===== src/rtl/ble_link_supervisor.sv =====
// Link supervisor between the BLE vector parser and the balance/PID loop:
// arming FSM, link-loss watchdog, setpoint ramping and sample-aligned gain commit.
module ble_link_supervisor #(
    parameter int unsigned CLK_FREQ   = 100_000_000,
    parameter int unsigned TIMEOUT_MS = 500,
    parameter int unsigned RAMP_DIV   = 100_000,
    parameter int unsigned RAMP_STEP  = 1,
    parameter int unsigned MAX_GAIN   = 200,
    parameter logic [7:0]  ARM_CODE   = 8'hA5
) (
    input  logic        clk,
    input  logic        rst_n,
    input  logic        vector_valid,
    input  logic [7:0]  initialize_mpu_motor,
    input  logic [7:0]  initialize_mpu,
    input  logic [7:0]  ble_set_pitch,
    input  logic [7:0]  ble_set_yaw,
    input  logic [7:0]  ble_pitch_kP,
    input  logic [7:0]  ble_pitch_kI,
    input  logic [7:0]  ble_pitch_kD,
    input  logic [7:0]  ble_yaw_kP,
    input  logic [7:0]  ble_yaw_kI,
    input  logic [7:0]  ble_yaw_kD,
    input  logic        ctrl_sample,
    output logic [7:0]  set_pitch,
    output logic [7:0]  set_yaw,
    output logic [7:0]  pitch_kP,
    output logic [7:0]  pitch_kI,
    output logic [7:0]  pitch_kD,
    output logic [7:0]  yaw_kP,
    output logic [7:0]  yaw_kI,
    output logic [7:0]  yaw_kD,
    output logic        gains_updated,
    output logic        mpu_init_pulse,
    output logic        motor_en,
    output logic [1:0]  link_state,
    output logic        failsafe,
    output logic [15:0] frame_count
);

    localparam int unsigned   TIMEOUT_CYCLES = (CLK_FREQ / 1000) * TIMEOUT_MS;
    localparam logic [31:0]   TO_LIMIT       = 32'(TIMEOUT_CYCLES);
    localparam logic [31:0]   TO_LAST        = 32'(TIMEOUT_CYCLES - 1);
    localparam logic [31:0]   DIV_LAST       = 32'(RAMP_DIV - 1);
    localparam logic signed [8:0] STEP       = 9'(RAMP_STEP);
    localparam logic [7:0]    GAIN_MAX       = 8'(MAX_GAIN);

    typedef enum logic [1:0] {
        ST_NO_LINK  = 2'd0,
        ST_DISARMED = 2'd1,
        ST_ARMED    = 2'd2,
        ST_FAILSAFE = 2'd3
    } state_t;

    state_t          r_state;
    logic            r_motor_en;
    logic            r_failsafe;
    logic [31:0]     r_wd_cnt;
    logic [31:0]     r_div;
    logic [7:0]      r_prev_arm;
    logic [7:0]      r_prev_mpu;
    logic            r_mpu_pulse;
    logic [15:0]     r_frame_count;
    logic [7:0]      r_tgt_pitch;
    logic [7:0]      r_tgt_yaw;
    logic [7:0]      r_set_pitch;
    logic [7:0]      r_set_yaw;
    logic [5:0][7:0] r_shadow;
    logic [5:0][7:0] r_gain;
    logic            r_gains_upd;

    logic            w_timeout;
    logic            w_tick;
    logic            w_arm_req;
    logic [5:0][7:0] w_frame_gains;

    assign w_timeout     = !vector_valid && (r_wd_cnt == TO_LAST);
    assign w_tick        = (r_div == DIV_LAST);
    assign w_arm_req     = (initialize_mpu_motor == ARM_CODE);
    assign w_frame_gains = {ble_yaw_kD, ble_yaw_kI, ble_yaw_kP,
                            ble_pitch_kD, ble_pitch_kI, ble_pitch_kP};

    function automatic logic [7:0] f_sat(input logic [7:0] v);
        f_sat = (v > GAIN_MAX) ? GAIN_MAX : v;
    endfunction

    // One ramp step toward the target, computed 9-bit signed so extremes never wrap.
    function automatic logic [7:0] f_ramp(input logic [7:0] cur, input logic [7:0] tgt);
        logic signed [8:0] cur_s;
        logic signed [8:0] diff;
        cur_s = $signed({cur[7], cur});
        diff  = $signed({tgt[7], tgt}) - cur_s;
        if (diff > STEP)
            f_ramp = 8'(cur_s + STEP);
        else if (diff < -STEP)
            f_ramp = 8'(cur_s - STEP);
        else
            f_ramp = tgt;
    endfunction

    // Link/arm state machine with registered motor_en and failsafe.
    always_ff @(posedge clk or negedge rst_n) begin
        if (!rst_n) begin
            r_state    <= ST_NO_LINK;
            r_motor_en <= 1'b0;
            r_failsafe <= 1'b0;
        end else begin
            unique case (r_state)
                ST_NO_LINK: begin
                    if (vector_valid) r_state <= ST_DISARMED;
                end
                ST_DISARMED: begin
                    if (vector_valid) begin
                        if (w_arm_req && (r_prev_arm != ARM_CODE)) begin
                            r_state    <= ST_ARMED;
                            r_motor_en <= 1'b1;
                        end
                    end else if (w_timeout) begin
                        r_state <= ST_NO_LINK;
                    end
                end
                ST_ARMED: begin
                    if (vector_valid) begin
                        if (!w_arm_req) begin
                            r_state    <= ST_DISARMED;
                            r_motor_en <= 1'b0;
                        end
                    end else if (w_timeout) begin
                        r_state    <= ST_FAILSAFE;
                        r_motor_en <= 1'b0;
                        r_failsafe <= 1'b1;
                    end
                end
                ST_FAILSAFE: begin
                    if (vector_valid && !w_arm_req) begin
                        r_state    <= ST_DISARMED;
                        r_failsafe <= 1'b0;
                    end
                end
            endcase
        end
    end

    // Watchdog saturates at the limit so the timeout fires only once per silence.
    always_ff @(posedge clk or negedge rst_n) begin
        if (!rst_n)
            r_wd_cnt <= 32'd0;
        else if (vector_valid)
            r_wd_cnt <= 32'd0;
        else if (r_wd_cnt != TO_LIMIT)
            r_wd_cnt <= r_wd_cnt + 32'd1;
    end

    always_ff @(posedge clk or negedge rst_n) begin
        if (!rst_n) begin
            r_frame_count <= 16'd0;
            r_prev_arm    <= 8'd0;
            r_prev_mpu    <= 8'd0;
            r_mpu_pulse   <= 1'b0;
            r_shadow      <= '0;
            r_tgt_pitch   <= 8'd0;
            r_tgt_yaw     <= 8'd0;
        end else begin
            r_mpu_pulse <= vector_valid && (initialize_mpu != 8'd0) && (r_prev_mpu == 8'd0);
            if (vector_valid) begin
                r_frame_count <= r_frame_count + 16'd1;
                r_prev_arm    <= initialize_mpu_motor;
                r_prev_mpu    <= initialize_mpu;
                for (int i = 0; i < 6; i++)
                    r_shadow[i] <= f_sat(w_frame_gains[i]);
            end
            // Targets stay zero in failsafe; a timeout only ever enters NO_LINK or FAILSAFE.
            if (vector_valid && (r_state != ST_FAILSAFE)) begin
                r_tgt_pitch <= ble_set_pitch;
                r_tgt_yaw   <= ble_set_yaw;
            end else if (w_timeout) begin
                r_tgt_pitch <= 8'd0;
                r_tgt_yaw   <= 8'd0;
            end
        end
    end

    // Commit all six gains atomically; a coincident frame lands next sample.
    always_ff @(posedge clk or negedge rst_n) begin
        if (!rst_n) begin
            r_gain      <= '0;
            r_gains_upd <= 1'b0;
        end else if (ctrl_sample && (r_shadow != r_gain)) begin
            r_gain      <= r_shadow;
            r_gains_upd <= 1'b1;
        end else begin
            r_gains_upd <= 1'b0;
        end
    end

    always_ff @(posedge clk or negedge rst_n) begin
        if (!rst_n) begin
            r_div       <= 32'd0;
            r_set_pitch <= 8'd0;
            r_set_yaw   <= 8'd0;
        end else begin
            r_div <= w_tick ? 32'd0 : r_div + 32'd1;
            if (w_tick) begin
                r_set_pitch <= f_ramp(r_set_pitch, r_tgt_pitch);
                r_set_yaw   <= f_ramp(r_set_yaw, r_tgt_yaw);
            end
        end
    end

    assign set_pitch      = r_set_pitch;
    assign set_yaw        = r_set_yaw;
    assign pitch_kP       = r_gain[0];
    assign pitch_kI       = r_gain[1];
    assign pitch_kD       = r_gain[2];
    assign yaw_kP         = r_gain[3];
    assign yaw_kI         = r_gain[4];
    assign yaw_kD         = r_gain[5];
    assign gains_updated  = r_gains_upd;
    assign mpu_init_pulse = r_mpu_pulse;
    assign motor_en       = r_motor_en;
    assign link_state     = r_state;
    assign failsafe       = r_failsafe;
    assign frame_count    = r_frame_count;

endmodule


===== config.mk =====
export PLATFORM = sky130hd
export DESIGN_NAME = ble_link_supervisor
export DESIGN_NICKNAME = d
export VERILOG_FILES = /design/src/rtl/ble_link_supervisor.sv
export SDC_FILE = /design/constraint.sdc
export NUM_CORES = 1
export LEC_CHECK = 0
export BUFFER_PORTS_ARGS = -buffer_cell sky130_fd_sc_hd__buf_2
export CAP_MARGIN = 25
export CORE_MARGIN = 2
export CORE_UTILIZATION = 62
export CTS_BUF_LIST = sky130_fd_sc_hd__clkbuf_8 sky130_fd_sc_hd__clkbuf_16
export CTS_CLUSTER_SIZE = 40
export DETAILED_ROUTE_END_ITERATION = 6
export GPL_TIMING_DRIVEN = 0
export PLACE_DENSITY = 0.94
export SLEW_MARGIN = 10
export SYNTH_ARGS = -nofsm -noshare
export SYNTH_HDL_FRONTEND = slang
export SYNTH_SLANG_ARGS = --single-unit
export TNS_END_PERCENT = 50

===== constraint.sdc =====
create_clock -name clk -period 7.49 [get_ports clk]
set_clock_uncertainty 0.2 [all_clocks]
set_input_delay 1.498 -clock clk [delete_from_list [all_inputs] [get_ports clk]]
set_output_delay 1.498 -clock clk [all_outputs]
set_load 0.02 [all_outputs]

* Yosys cells after proc, flatten, opt, wreduce, memory -nomap -nowiden
Cells that the tools add are included.
** Word-level totals
- Logic and storage cells :: 120
- Register bits after elaboration :: 230
- Input port bits :: 84
** Cells by class
- Reductions and logical operators :: 19
- Add/subtract/negate cells :: 9
- Mux-type cells :: 36
- Equality and inequality tests :: 20
- Magnitude comparators :: 10
** Operator list (number)
- $mux W8 :: 13
- $mux W32 :: 3
- $add A32 B1 Y32 const B :: 2
- $gt A8 B8 Y1 const B :: 6
- $ne A48 B48 Y1 :: 1
- $eq A32 B17 Y1 const B :: 1
- $eq A32 B26 Y1 const B :: 1
- $ne A32 B26 Y1 const B :: 1
- $gt A9 B2 Y1 const B :: 2
- $lt A9 B1 Y1 const B :: 2
- $sub A8 B8 Y9 :: 2
- $add A16 B1 Y16 const B :: 1
- $add A8 B2 Y8 const B :: 2
- $mux W2 :: 8
- $sub A8 B2 Y8 const B :: 2
- $ne A2 B2 Y1 const B :: 7
- $ne A3 B3 Y1 const B :: 4
- $mux W1 :: 9
- $eq A8 B8 Y1 const B :: 1
- $logic_not A8 Y1 :: 1
- $ne A8 B8 Y1 const B :: 1
- $pmux W2 S4 :: 1
- $reduce_bool A2 Y1 :: 4
- $reduce_bool A8 Y1 :: 1
- other kinds (9) :: 18

* Longest topological paths before layout
Gate-level depths: netlist (run 1).
- Depth after elaboration :: 5
- Mapped depth :: 13

* Least setup slack after synthesis (run 1)
OpenSTA, ideal clock, no wires.
- Kind :: register to register
- Start point :: register r_set_yaw[5] (netlist: set_yaw[5])
- End point :: register r_set_yaw[3] (netlist: set_yaw[3])
- Buffers on the path :: 2
- Stages on the path, launching flop included :: 13
- Slack :: 4035 ps
- Data arrival time :: 3123 ps
- Period minus slack after synthesis :: 3455 ps
- Required time :: 7159 ps
- Path through :: dfrtp_1 clkbuf_1 inv_1 ha_1 nor3b_1 a311oi_2 o211ai_1 or4_4 o31a_1 buf_6 a22o_1 a22oi_1 o21ai_1
** On the way
- Longest elaborated chain between the ends :: 4
** Ends and longest elaborated chain
- start: declaration :: line 67 : logic [7:0] r_set_yaw;
- start signal: assignment :: line 205 : r_set_yaw <= f_ramp(r_set_yaw, r_tgt_yaw);
- $sub A8 B8 Y9 * :: line 92 : diff = $signed({tgt[7], tgt}) - cur_s;
- $lt A9 B1 Y1 :: line 95 : else if (diff < -STEP)
- $mux W8 :: line 95
- $mux W8 * :: line 93 : if (diff > STEP)
Every way passes the cells marked *; elsewhere a longest branch is shown, timed or not.
A chain may end at the register's enable or synchronous reset.

* Worst setup path after layout (run 1)
- Start point :: register r_gain (netlist bit pitch_kD[3])
- End point :: register r_gain (netlist bit pitch_kD[6])
** On the way
- Longest elaborated chain between the ends :: 2
** Ends and longest elaborated chain
- start: declaration :: line 69 : logic [5:0][7:0] r_gain;
- start signal: assignment :: line 189 : r_gain <= r_shadow;
- $ne A48 B48 Y1 :: line 188 : end else if (ctrl_sample && (r_shadow != r_gain)) begin
- $logic_and A1 B1 Y1 :: line 188
No other way between the ends.

==> impl_metrics.tcl, run 1 <==
set metrics [dict create \
    run_status "complete, no violations" \
    fp.dieArea_mm2 0.0200 \
    clock_sink_count 230 \
    cts_setup_buffers 0 \
    post_synth_edffs 0 \
    fraction_of_final_layout_cells_with_drive_strength_greater_than_1 0.176 \
    synth_sequential_area_ratio 0.491 \
    asyncSetResetFlopFracSynth 1.00 \
    area_delta_synth_final_pct 17.3 \
    postSynthNetCount 1350 \
    worst-endpoint-required_ns 7.70 \
    routabilityCongestion 0.949 \
    most-common-layout-cells "230 x sky130_fd_sc_hd__dfrtp_1, 190 x sky130_fd_sc_hd__nand2_1, 168 x sky130_fd_sc_hd__buf_2, 100 x sky130_fd_sc_hd__nor2_1, 100 x sky130_fd_sc_hd__o21ai_0" \
    number_of_cells_on_the_worst_hold_path 1 \
    root_buffer "sky130_fd_sc_hd__clkbuf_16" \
    route.detailed.drc 0 \
    worstMarginPinSlew_ns 0.921 \
    tightest_slew_margin_relative_to_the_limit 0.381 \
    cts_resized 0 \
    launching_element_type_of_the_critical_path "register" \
    slew_violations 0 \
    wire_per_inst_um 19.6 \
    rows 50 \
    grt_pass1_wl_mm 52.8 \
    synth_seq_cells 230 \
    ctsHtreeMaxLevel 1 \
    min_path_type "reg2reg" \
    cts_made_buffers 24 \
    io_pins 170 \
    timing.hold.worst_endpoint "r_div[31]" \
    largest_net_degree_at_the_start_of_global_routing 98 \
    port_buffers 168 \
    finalSetupViolations 0 \
    die_h_um 142 \
    design.final.nets 1546 \
    peakVddDrop_mv 0.189 \
    postSynth.topFlopCell "sky130_fd_sc_hd__dfrtp_1" \
    layout_min_cycle_time_ns 3.78 \
    cp_data_arrival_time_ns 3.99 \
    period_share 0.505 \
    ff2ff_path_depth 8 \
    post_synth_inst_count 1240 \
    tritoncts "built" \
    via_count 10548 \
    postCtsHoldBufs 0 \
    yosysWarningCount 0 \
    tns_ns 0 \
    worstSetupEndpointType "register" \
    mostFrequentLayoutCell "sky130_fd_sc_hd__dfrtp_1" \
    setup_repair_after_global_routing_missed_its_margin "no" \
    hold_viol 0 \
    crit_fanout 10 \
    fmax_ghz 0.264 \
    design.core.area_mm2 0.0186 \
    r2r_end "pitch_kD[6]" \
    total_leakage_power_nw 6.48 \
    via_per_inst 6.24 \
    power.total_w 0.00330 \
    syn-mean-instance-area_um2 9.46 \
    max_cap_violations 0 \
    drt_wl_total_mm 33.1 \
    crit-reg2reg-launch "pitch_kD[3]" \
    total_gr_overflow 0 \
    floorplan.die.width_um 142 \
    dp_hpwl_mm 22.3 \
    gr-usage-all-layers 0.329 \
    tritonroute_pass_1_iters 5 \
    initial_core_util 0.629 \
    max-clock-path-buffers 3 \
    grt_pass1_vias 10515 \
    power.density_cell_area_mw_per_mm2 240 \
    first_iter_violations 1274 \
    clock_latency_ns 0.52 \
    type_of_the_worst_setup_path "reg2reg" \
    setup.reg_to_reg.worst_slack_ns 3.71 \
    route.antenna.remaining_nets 0 \
    syn-cell-area_mm2 0.0117 \
    hold_start "r_div[31]" \
    yosys.cell_types.count 69 \
    finalHoldWorstSlack_ns 0.279 \
    grt_antenna_before_repair 3 \
    worst_setup_hold_path_clk_slew_ns 0.07 \
]
==> power by group <==
| group | switching (W) | internal [W] | total (W) | leakage (nW) |
|---|---|---|---|---|
| logic | 0.000392 | 0.000229 | 0.000622 | 3.12 |
| registers | 0.000110 | 0.00134 | 0.00145 | 2.94 |
| clock network | 0.000503 | 0.000725 | 0.00123 | 0.417 |
| total | 0.00101 | 0.00230 | 0.00330 | 6.48 |
==> metrics by stage <==
step | util | instances | setup WS, ns | cell area, um2
global placement | 0.690 | 1642 | 0.817 | 12900
floorplan | - | 1240 | 4.04 | 11700
global route | 0.738 | 1689 | 3.49 | 13800
detailed placement | 0.694 | 1644 | 3.77 | 12900
CTS | 0.738 | 1687 | 3.76 | 13800
finish | 0.738 | 1690 | 3.71 | 13800
==> how the worst max path moves through the flow <==
| stage | from | endpoint | slack (ns) |
|---|---|---|---|
| floorplan | set_yaw[5] | set_yaw[3] | 4.04 |
| global placement | rst_n | frame_count[9] | 0.82 |
| detailed placement | vector_valid | r_tgt_yaw[1] | 3.77 |
| CTS | set_yaw[5] | set_yaw[3] | 3.76 |
| global route | r_tgt_yaw[0] | set_yaw[3] | 3.49 |
| finish | pitch_kD[3] | pitch_kD[6] | 3.71 |
==> per-layer routing <==
metal | share of wire | GRT usage | routed length, um
met1 | 0.38 | 0.421 | 12600
met2 | 0.48 | 0.554 | 16000
met3 | 0.090 | 0.0638 | 2990
met4 | 0.046 | 0.137 | 1510
met5 | 0 | 0 | 0
==> layout make-up <==
type	count	area, um2
flip-flops and latches	230	5760
clock inverters	13	121
clock buffers	30	694
repair buffers	170	906
diodes	3	7.51
fillers	1176	4880
inverters	73	274
well taps	234	293
multi-input cells	902	5560
plain buffers	35	144
==> worst max-delay path: stages, from the launching register on <==
cell and delay [ns]:
sky130_fd_sc_hd__dfrtp_1 0.41, sky130_fd_sc_hd__xor2_1 0.19, sky130_fd_sc_hd__nor4_1 0.50, sky130_fd_sc_hd__nand4_1 0.21, sky130_fd_sc_hd__o31ai_1 0.81, sky130_fd_sc_hd__clkinv_1 0.67
sky130_fd_sc_hd__clkbuf_1 0.44, sky130_fd_sc_hd__nand2_1 0.17, sky130_fd_sc_hd__nand2_1 0.06
==> cell usage after synthesis (7+ instances only) <==
master / n / area share
sky130_fd_sc_hd__xor2_1: 82 / 0.061
sky130_fd_sc_hd__nor2b_1: 8 / 0.0043
sky130_fd_sc_hd__nor3_1: 25 / 0.011
sky130_fd_sc_hd__ha_1: 24 / 0.026
sky130_fd_sc_hd__dfrtp_1: 230 / 0.49
sky130_fd_sc_hd__clkbuf_1: 29 / 0.0093
sky130_fd_sc_hd__a211oi_1: 8 / 0.0051
sky130_fd_sc_hd__o31ai_1: 13 / 0.0083
sky130_fd_sc_hd__mux2_2: 30 / 0.029
sky130_fd_sc_hd__o21ai_0: 100 / 0.043
sky130_fd_sc_hd__nand2b_1: 8 / 0.0043
sky130_fd_sc_hd__a21oi_1: 39 / 0.017
sky130_fd_sc_hd__nand4_1: 24 / 0.013
sky130_fd_sc_hd__o22ai_1: 7 / 0.0037
sky130_fd_sc_hd__nor4_1: 24 / 0.013
sky130_fd_sc_hd__inv_1: 71 / 0.023
sky130_fd_sc_hd__nor2_1: 100 / 0.032
sky130_fd_sc_hd__nand2_1: 190 / 0.061
sky130_fd_sc_hd__nand3_1: 56 / 0.024
sky130_fd_sc_hd__and3_1: 16 / 0.0085
sky130_fd_sc_hd__xnor2_1: 48 / 0.036
==> sequential cells by signal (all words and copies together), names as in the netlist, 8 cells and up <==
name	cells
yaw_kD	8
frame_count	16
pitch_kP	8
r_tgt_yaw	8
yaw_kI	8
r_prev_arm	8
set_pitch	8
r_shadow	48
pitch_kD	8
yaw_kP	8
r_div	32
r_prev_mpu	8
set_yaw	8
pitch_kI	8
r_tgt_pitch	8
r_wd_cnt	32
==> kinds of logic after synthesis <==
| logic type | count (synthesis) | share of synthesized area |
|---|---|---|
| AOI/OAI and AO/OA | 221 | 0.118 |
| xor gates and xnor gates | 130 | 0.0971 |
| adders and majority gates | 26 | 0.0290 |
| buffers and inverters | 108 | 0.0356 |
| DFF | 230 | 0.491 |
| muxes | 32 | 0.0305 |
| and+or+nand+nor | 493 | 0.199 |
Note: power is estimated with default switching activity, not from simulation.
==> run 2, diff against run 1 <==
Settings changed: ABC_AREA set to 1, CORE_UTILIZATION 62 to 59, PLACE_DENSITY 0.94 to 0.89.
Clock period 7.49 ns to 3.7 ns, I/O delays scaled along.
==> run 2 against run 1 <==
Against the previous run:
- non-clock buffer count up 8
- sequential share of layout area is 3.1 points lower
- power grew 110%
- maximum frequency increased by 30%
- critical endpoint is now set_pitch[7]
- highest routed layer unchanged
==> impl_metrics.tcl, run 2 <==
set metrics [dict create \
    hold_viol 0 \
    critical_path.max_stage_delay_ns 0.47 \
    synth.area.top_cells "sky130_fd_sc_hd__dfrtp_1 45%, sky130_fd_sc_hd__nand2_1 9.9%, sky130_fd_sc_hd__inv_1 7.1%, sky130_fd_sc_hd__o21ai_0 5.5%, sky130_fd_sc_hd__nand3_1 5.5%" \
    route.antenna.remaining_nets 0 \
    synth_seq_cells 230 \
    setup.reg_to_reg.worst_slack_ns 0.79 \
    first_iter_violations 1006 \
    grt_pass1_vias 11723 \
    design.core.area_mm2 0.0212 \
    worstMarginPinSlew_ns 0.735 \
    min_path_type "in2reg" \
    fp.dieArea_mm2 0.0229 \
    via_per_inst 5.67 \
    root_buffer "sky130_fd_sc_hd__clkbuf_16" \
    floorplan.die.width_um 151 \
    rows 53 \
    post-synth-top-count-cell "sky130_fd_sc_hd__nand2_1" \
    gr-usage-all-layers 0.306 \
    total_leakage_power_nw 7.59 \
    place.detailed.instances 2079 \
    period_share 0.786 \
    crit_fanout 8 \
    asyncSetResetFlopFracSynth 1.00 \
    cts_made_buffers 25 \
    finalHoldWorstSlack_ns 0.231 \
    routabilityCongestion 0.927 \
    port_buffers 168 \
    type_of_the_worst_setup_path "reg2reg" \
    run_status "complete, no violations" \
    die_h_um 151 \
    preCtsSetupSlack_ns 0.563 \
    fraction_of_final_layout_cells_with_drive_strength_greater_than_1 0.149 \
    peakVddDrop_mv 0.455 \
    ctsHtreeMaxLevel 1 \
    drt_wl_total_mm 34.3 \
    wire_per_inst_um 16.1 \
    clock_sink_count 230 \
    grtUsageMet3 0.0485 \
    synth_top_cells_by_count "338 x sky130_fd_sc_hd__nand2_1, 241 x sky130_fd_sc_hd__inv_1, 230 x sky130_fd_sc_hd__dfrtp_1" \
    fin_cells 2124 \
    max_cap_violations 0 \
    setup_repair_after_global_routing_missed_its_margin "no" \
    flip_flop_count_of_the_largest_register_all_copies_and_words_added 48 \
    yosys.area.top_type "sky130_fd_sc_hd__dfrtp_1" \
    critPathSlowestCell "sky130_fd_sc_hd__dfrtp_1" \
    fmax_ghz 0.344 \
    registers_with_the_most_flip_flops "r_shadow x48, r_div x32, r_wd_cnt x32" \
    finalSetupViolations 0 \
    worst_setup_hold_path_clk_slew_ns 0.06 \
    grtUsageMet2 0.502 \
    via_count 12053 \
    post_synth_inst_count 1634 \
    cp_dominant_cell_by_count "sky130_fd_sc_hd__nand2_1" \
    grt.busiest_layer "met2" \
    grtUsageMet1 0.400 \
    initial_core_util 0.607 \
    synth_sequential_area_ratio 0.449 \
    postSynth.topFlopCell "sky130_fd_sc_hd__dfrtp_1" \
    clock_latency_ns 0.54 \
    cp_data_arrival_time_ns 3.12 \
    route.detailed.drc 0 \
    syn-cell-area_mm2 0.0128 \
    design.final.nets 1942 \
    registers.top_by_ff_count "r_shadow" \
    dp_hpwl_mm 24.9 \
    worstSetupEndpointType "register" \
    mostFrequentLayoutCell "sky130_fd_sc_hd__nand2_1" \
    tritonroute_pass_1_iters 7 \
    total_gr_overflow 0 \
    yosys.cell_types.count 45 \
    finalWorstSetupSlack_ns 0.790 \
    post_synth_edffs 0 \
    postSynthNetCount 1744 \
    io_pins 170 \
    cts_resized 0 \
    tightest_slew_margin_relative_to_the_limit 0.510 \
    syn-mean-instance-area_um2 7.85 \
    largest_net_degree_at_the_start_of_global_routing 104 \
    power.density_cell_area_mw_per_mm2 467 \
    yosysWarningCount 0 \
    final_core_utilization 0.702 \
    grt_antenna_before_repair 2 \
    most-common-layout-cells "338 x sky130_fd_sc_hd__nand2_1, 246 x sky130_fd_sc_hd__inv_1, 230 x sky130_fd_sc_hd__dfrtp_1, 179 x sky130_fd_sc_hd__buf_2, 142 x sky130_fd_sc_hd__o21ai_0" \
    max-clock-path-buffers 3 \
    launching_element_type_of_the_critical_path "register" \
    synth_top_cell_area_share 0.449 \
    area_delta_synth_final_pct 15.8 \
    layout_min_cycle_time_ns 2.91 \
    critPathBufInv 2 \
    path_delay_family "simple AND/OR/NAND/NOR gates" \
    slew_violations 0 \
    tritoncts "built" \
    worst-endpoint-required_ns 3.91 \
    grt_pass1_wl_mm 56.1 \
    crit_chain "ha_1, inv_1, fa_1, nand2_1, nand2_1, nand3b_1, nand2_1, nand2_1, nand2_1, nor2_1, nand2_1, nand2_2, nand2_2, inv_2, nand2_1, nand2_1, nand2_1" \
]
-- run 2: final timing paths --
path	startpoint	endpoint	cells past startpoint
hold reg to reg	frame_count[15]	frame_count[15]	1
hold / removal	initialize_mpu_motor[6]	r_prev_arm[6]	3
min in group asynchronous	rst_n	r_tgt_pitch[4]	2
setup / recovery	set_pitch[0]	set_pitch[7]	17
max in group asynchronous	rst_n	r_div[11]	3
setup reg to reg	set_pitch[0]	set_pitch[7]	17
-- run 2: worst register-to-register path, stage by stage, from the launching register on --
cell	delay (ns)
sky130_fd_sc_hd__dfrtp_1	0.47
sky130_fd_sc_hd__ha_1	0.19
sky130_fd_sc_hd__inv_1	0.06
sky130_fd_sc_hd__fa_1	0.41
sky130_fd_sc_hd__nand2_1	0.12
sky130_fd_sc_hd__nand2_1	0.10
sky130_fd_sc_hd__nand3b_1	0.13
sky130_fd_sc_hd__nand2_1	0.09
sky130_fd_sc_hd__nand2_1	0.09
sky130_fd_sc_hd__nand2_1	0.05
sky130_fd_sc_hd__nor2_1	0.12
sky130_fd_sc_hd__nand2_1	0.16
sky130_fd_sc_hd__nand2_2	0.21
sky130_fd_sc_hd__nand2_2	0.11
sky130_fd_sc_hd__inv_2	0.08
sky130_fd_sc_hd__nand2_1	0.07
sky130_fd_sc_hd__nand2_1	0.07
sky130_fd_sc_hd__nand2_1	0.06
-- run 2: repair_timing --
| item | 4_1_cts | 5_1_grt |
|---|---|---|
| buffers inserted | 0 | 0 |
| hold buffers | 1 | 0 |
| hold endpoints to repair | 54 | 0 |
-- run 2: cell families after synthesis --
kind of cell             count (synthesis)  share of synthesized area
AO/OA/AOI/OAI                          215                     0.0882
XOR/XNOR                               108                     0.0737
adder cells (fa/ha/maj)                 26                     0.0265
buffers and inverters                  292                     0.0883
flip-flops                             230                      0.449
AND/OR/NAND/NOR                        763                      0.275
-- run 2: cell type report --
| type | count | area, um2 |
|---|---|---|
| Inverter | 250 | 938 |
| Clock inverter | 14 | 92.6 |
| Fill cell | 1648 | 6300 |
| Buffer | 42 | 194 |
| Clock buffer | 28 | 667 |
| Multi-Input combinational cell | 1112 | 5940 |
| Timing Repair Buffer | 171 | 916 |
| Antenna cell | 2 | 5.00 |
| Sequential cell | 230 | 5760 |
| Tap cell | 275 | 344 |
-- run 2: per-layer routing --
layer,wire length (um),up-vias
met5,0,-
met1,13700,5678
li1,-,5688
met4,1720,0
met2,16100,553
met3,2790,134
-- run 2: where the power goes --
part	internal [W]	switching [W]	leakage (nW)
clock network	0.00135	0.00101	0.402
logic	0.000552	0.00106	4.23
registers	0.00274	0.000213	2.96
-- run 2: metrics by stage --
stage	setup TNS (ns)	cell area [um2]	total power, W
6_report	0	14900	0.00693
3_5_place_dp	0	14100	0.00458
4_1_cts	0	14900	0.00694
2_1_floorplan	0	12800	0.00404
3_3_place_gp	-504.11	14000	0.00450
5_1_grt	0	14900	0.00728
==> run 3, diff against run 2 <==
Settings changed: CORE_UTILIZATION 59 to 53, PLACE_DENSITY 0.89 to 0.85.
Clock period 3.7 ns to 2.6 ns, I/O delays scaled along.
==> run 3 against run 2 <==
Against the previous run:
- largest power group unchanged
- critical path type unchanged
- count of clock-buffer cells in the layout up 6
- die area up 11%
- critical path depth unchanged
- worst hold slack worse by 0.22 ns
- maximum frequency up 13%
==> impl_metrics.tcl, run 3 (same netlist as run 2, synthesis figures left out) <==
set metrics [dict create \
    tightest_slew_margin_relative_to_the_limit 0.461 \
    route.antenna.remaining_nets 0 \
    tritoncts "built" \
    worst-endpoint-required_ns 2.83 \
    power.sequential.fraction 0.388 \
    crit_chain "inv_2, ha_4, inv_2, fa_2, nand2_2, nand2_2, nand3b_1, nand2_1, nand2_2, nand2_4, nor2_4, nand2_4, buf_6, nand3_1, nand3_1, nand2_1, nand2_1" \
    total_leakage_power_nw 7.86 \
    netSwitchingFraction 0.324 \
    period_share 0.992 \
    worstMarginPinSlew_ns 0.808 \
    wire_per_inst_um 16.0 \
    crit_fanout 6 \
    worst_setup_hold_path_clk_slew_ns 0.06 \
    die_h_um 160 \
    drt_wl_total_mm 35.3 \
    via_count 12220 \
    min_path_type "in2reg" \
    critPathBufInv 3 \
    run_status "complete, no violations" \
    launching_element_type_of_the_critical_path "register" \
    routabilityCongestion 0.928 \
    critPathSlowestCell "sky130_fd_sc_hd__fa_2" \
    post_dp_cell_area_mm2 0.0141 \
    total_gr_overflow 0 \
    registers.top_by_ff_count "r_shadow" \
    fraction_of_final_layout_cells_with_drive_strength_greater_than_1 0.203 \
    layout_min_cycle_time_ns 2.58 \
    registers_with_the_most_flip_flops "r_shadow x48, r_div x32, r_wd_cnt x32" \
    ctsHtreeMaxLevel 1 \
    most-common-layout-cells "325 x sky130_fd_sc_hd__nand2_1, 238 x sky130_fd_sc_hd__inv_1, 222 x sky130_fd_sc_hd__dfrtp_1, 179 x sky130_fd_sc_hd__buf_2, 142 x sky130_fd_sc_hd__o21ai_0" \
    post-route-cell-area_mm2 0.0157 \
    path_delay_family "simple AND/OR/NAND/NOR gates" \
    port_buffers 168 \
    power.total_w 0.0109 \
    design.core.area_mm2 0.0236 \
    place.detailed.instances 2123 \
    dp_hpwl_mm 24.5 \
    slew_violations 0 \
    io_pins 170 \
    root_buffer "sky130_fd_sc_hd__clkbuf_16" \
    total_switching_power_w 0.00353 \
    grt_pass1_vias 11743 \
    finalHoldWorstSlack_ns 0.0114 \
    cp_data_arrival_time_ns 2.81 \
    fp.dieArea_mm2 0.0255 \
    power.density_cell_area_mw_per_mm2 694 \
    route.detailed.drc 0 \
    cts_made_buffers 26 \
    comb_power_share 0.248 \
    setup.reg_to_reg.worst_slack_ns 0.02 \
    area_delta_synth_final_pct 22.2 \
    fmax_ghz 0.388 \
    via_per_inst 5.53 \
    largest_net_degree_at_the_start_of_global_routing 92 \
    design.final.nets 1976 \
    finalSetupViolations 0 \
    tritonroute_pass_1_iters 7 \
    first_iter_violations 1047 \
    worstSetupEndpointType "register" \
    peakVddDrop_mv 0.666 \
    clock_latency_ns 0.54 \
    hold_viol 0 \
    rows 56 \
    type_of_the_worst_setup_path "reg2reg" \
    initial_core_util 0.543 \
    max-clock-path-buffers 3 \
    final_core_utilization 0.664 \
    floorplan.die.width_um 160 \
    internal_power_w 0.00735 \
    max_cap_violations 0 \
    fin_cells 2209 \
    power_frac_clock 0.364 \
    gr-usage-all-layers 0.264 \
    grt_pass1_wl_mm 55.9 \
    grt_antenna_before_repair 4 \
    flip_flop_count_of_the_largest_register_all_copies_and_words_added 48 \
    clock_sink_count 230 \
    setup_repair_after_global_routing_missed_its_margin "yes" \
    mostFrequentLayoutCell "sky130_fd_sc_hd__nand2_1" \
    critical_path.max_stage_delay_ns 0.41 \
]
run 3: power by group through the flow:
stage	clock (W)	sequential (W)	combinational, W
after detailed placement	0	0.00425	0.00226
after global routing	0.00415	0.00425	0.00297
after CTS	0.00399	0.00420	0.00235
final	0.00396	0.00422	0.00270
after global placement	0	0.00424	0.00217
after floorplan	0	0.00440	0.00134
run 3: worst register-to-register path: cells and delay by family, from the launching register on:
kind	cells	cell delay (ns)
AND/OR/NAND/NOR	12	1.07
adder cells (fa/ha/maj)	2	0.53
flip-flops	1	0.39
buffers and inverters	3	0.27
run 3: final timing paths:
| kind | startpoint | to | cells after the start |
|---|---|---|---|
| setup / recovery | r_tgt_yaw[0] | set_yaw[4] | 17 |
| hold / removal | initialize_mpu_motor[6] | r_prev_arm[6] | 3 |
| setup reg to reg | r_tgt_yaw[0] | set_yaw[4] | 17 |
| hold reg to reg | frame_count[15] | frame_count[15] | 1 |
| max in group asynchronous | rst_n | r_wd_cnt[5] | 3 |
| min in group asynchronous | rst_n | r_tgt_pitch[4] | 2 |
run 3: layer usage:
metal	share of wire	vias up	wire length, um	track usage
met5	0	-	0	0
li1	-	5773	-	-
met4	0.038	0	1360	0.107
met2	0.48	517	17000	0.445
met1	0.41	5832	14500	0.341
met3	0.071	98	2510	0.0430
run 3: through the flow:
step	TNS (ns)	setup WS [ns]
after floorplan	0	0.0908
after global placement	-718.99	-3.10
after detailed placement	-13.23	-0.402
after CTS	0	0.00110
after global routing	-1.69	-0.129
final	0	0.0213
run 3: cell type report:
type                       instances  area, um2
antenna                            4       10.0
buffer                            40        189
clock buffer                      34        761
clock inverter                    14        184
fill                            1832       7940
inverter                         250        951
multi-input combinational       1112       6200
sequential                       230       5770
tap                              319        399
timing repair buffer             206       1210
run 3: what timing repair did:
| item | CTS | global route |
|---|---|---|
| pin swaps | 3 | 36 |
| gates resized for setup | 11 | 85 |
| hold buffers | 3 | 0 |
| endpoints found under the setup margin | 16 | 16 |
| hold endpoints to repair | 65 | 0 |
| buffers inserted | 10 | 23 |
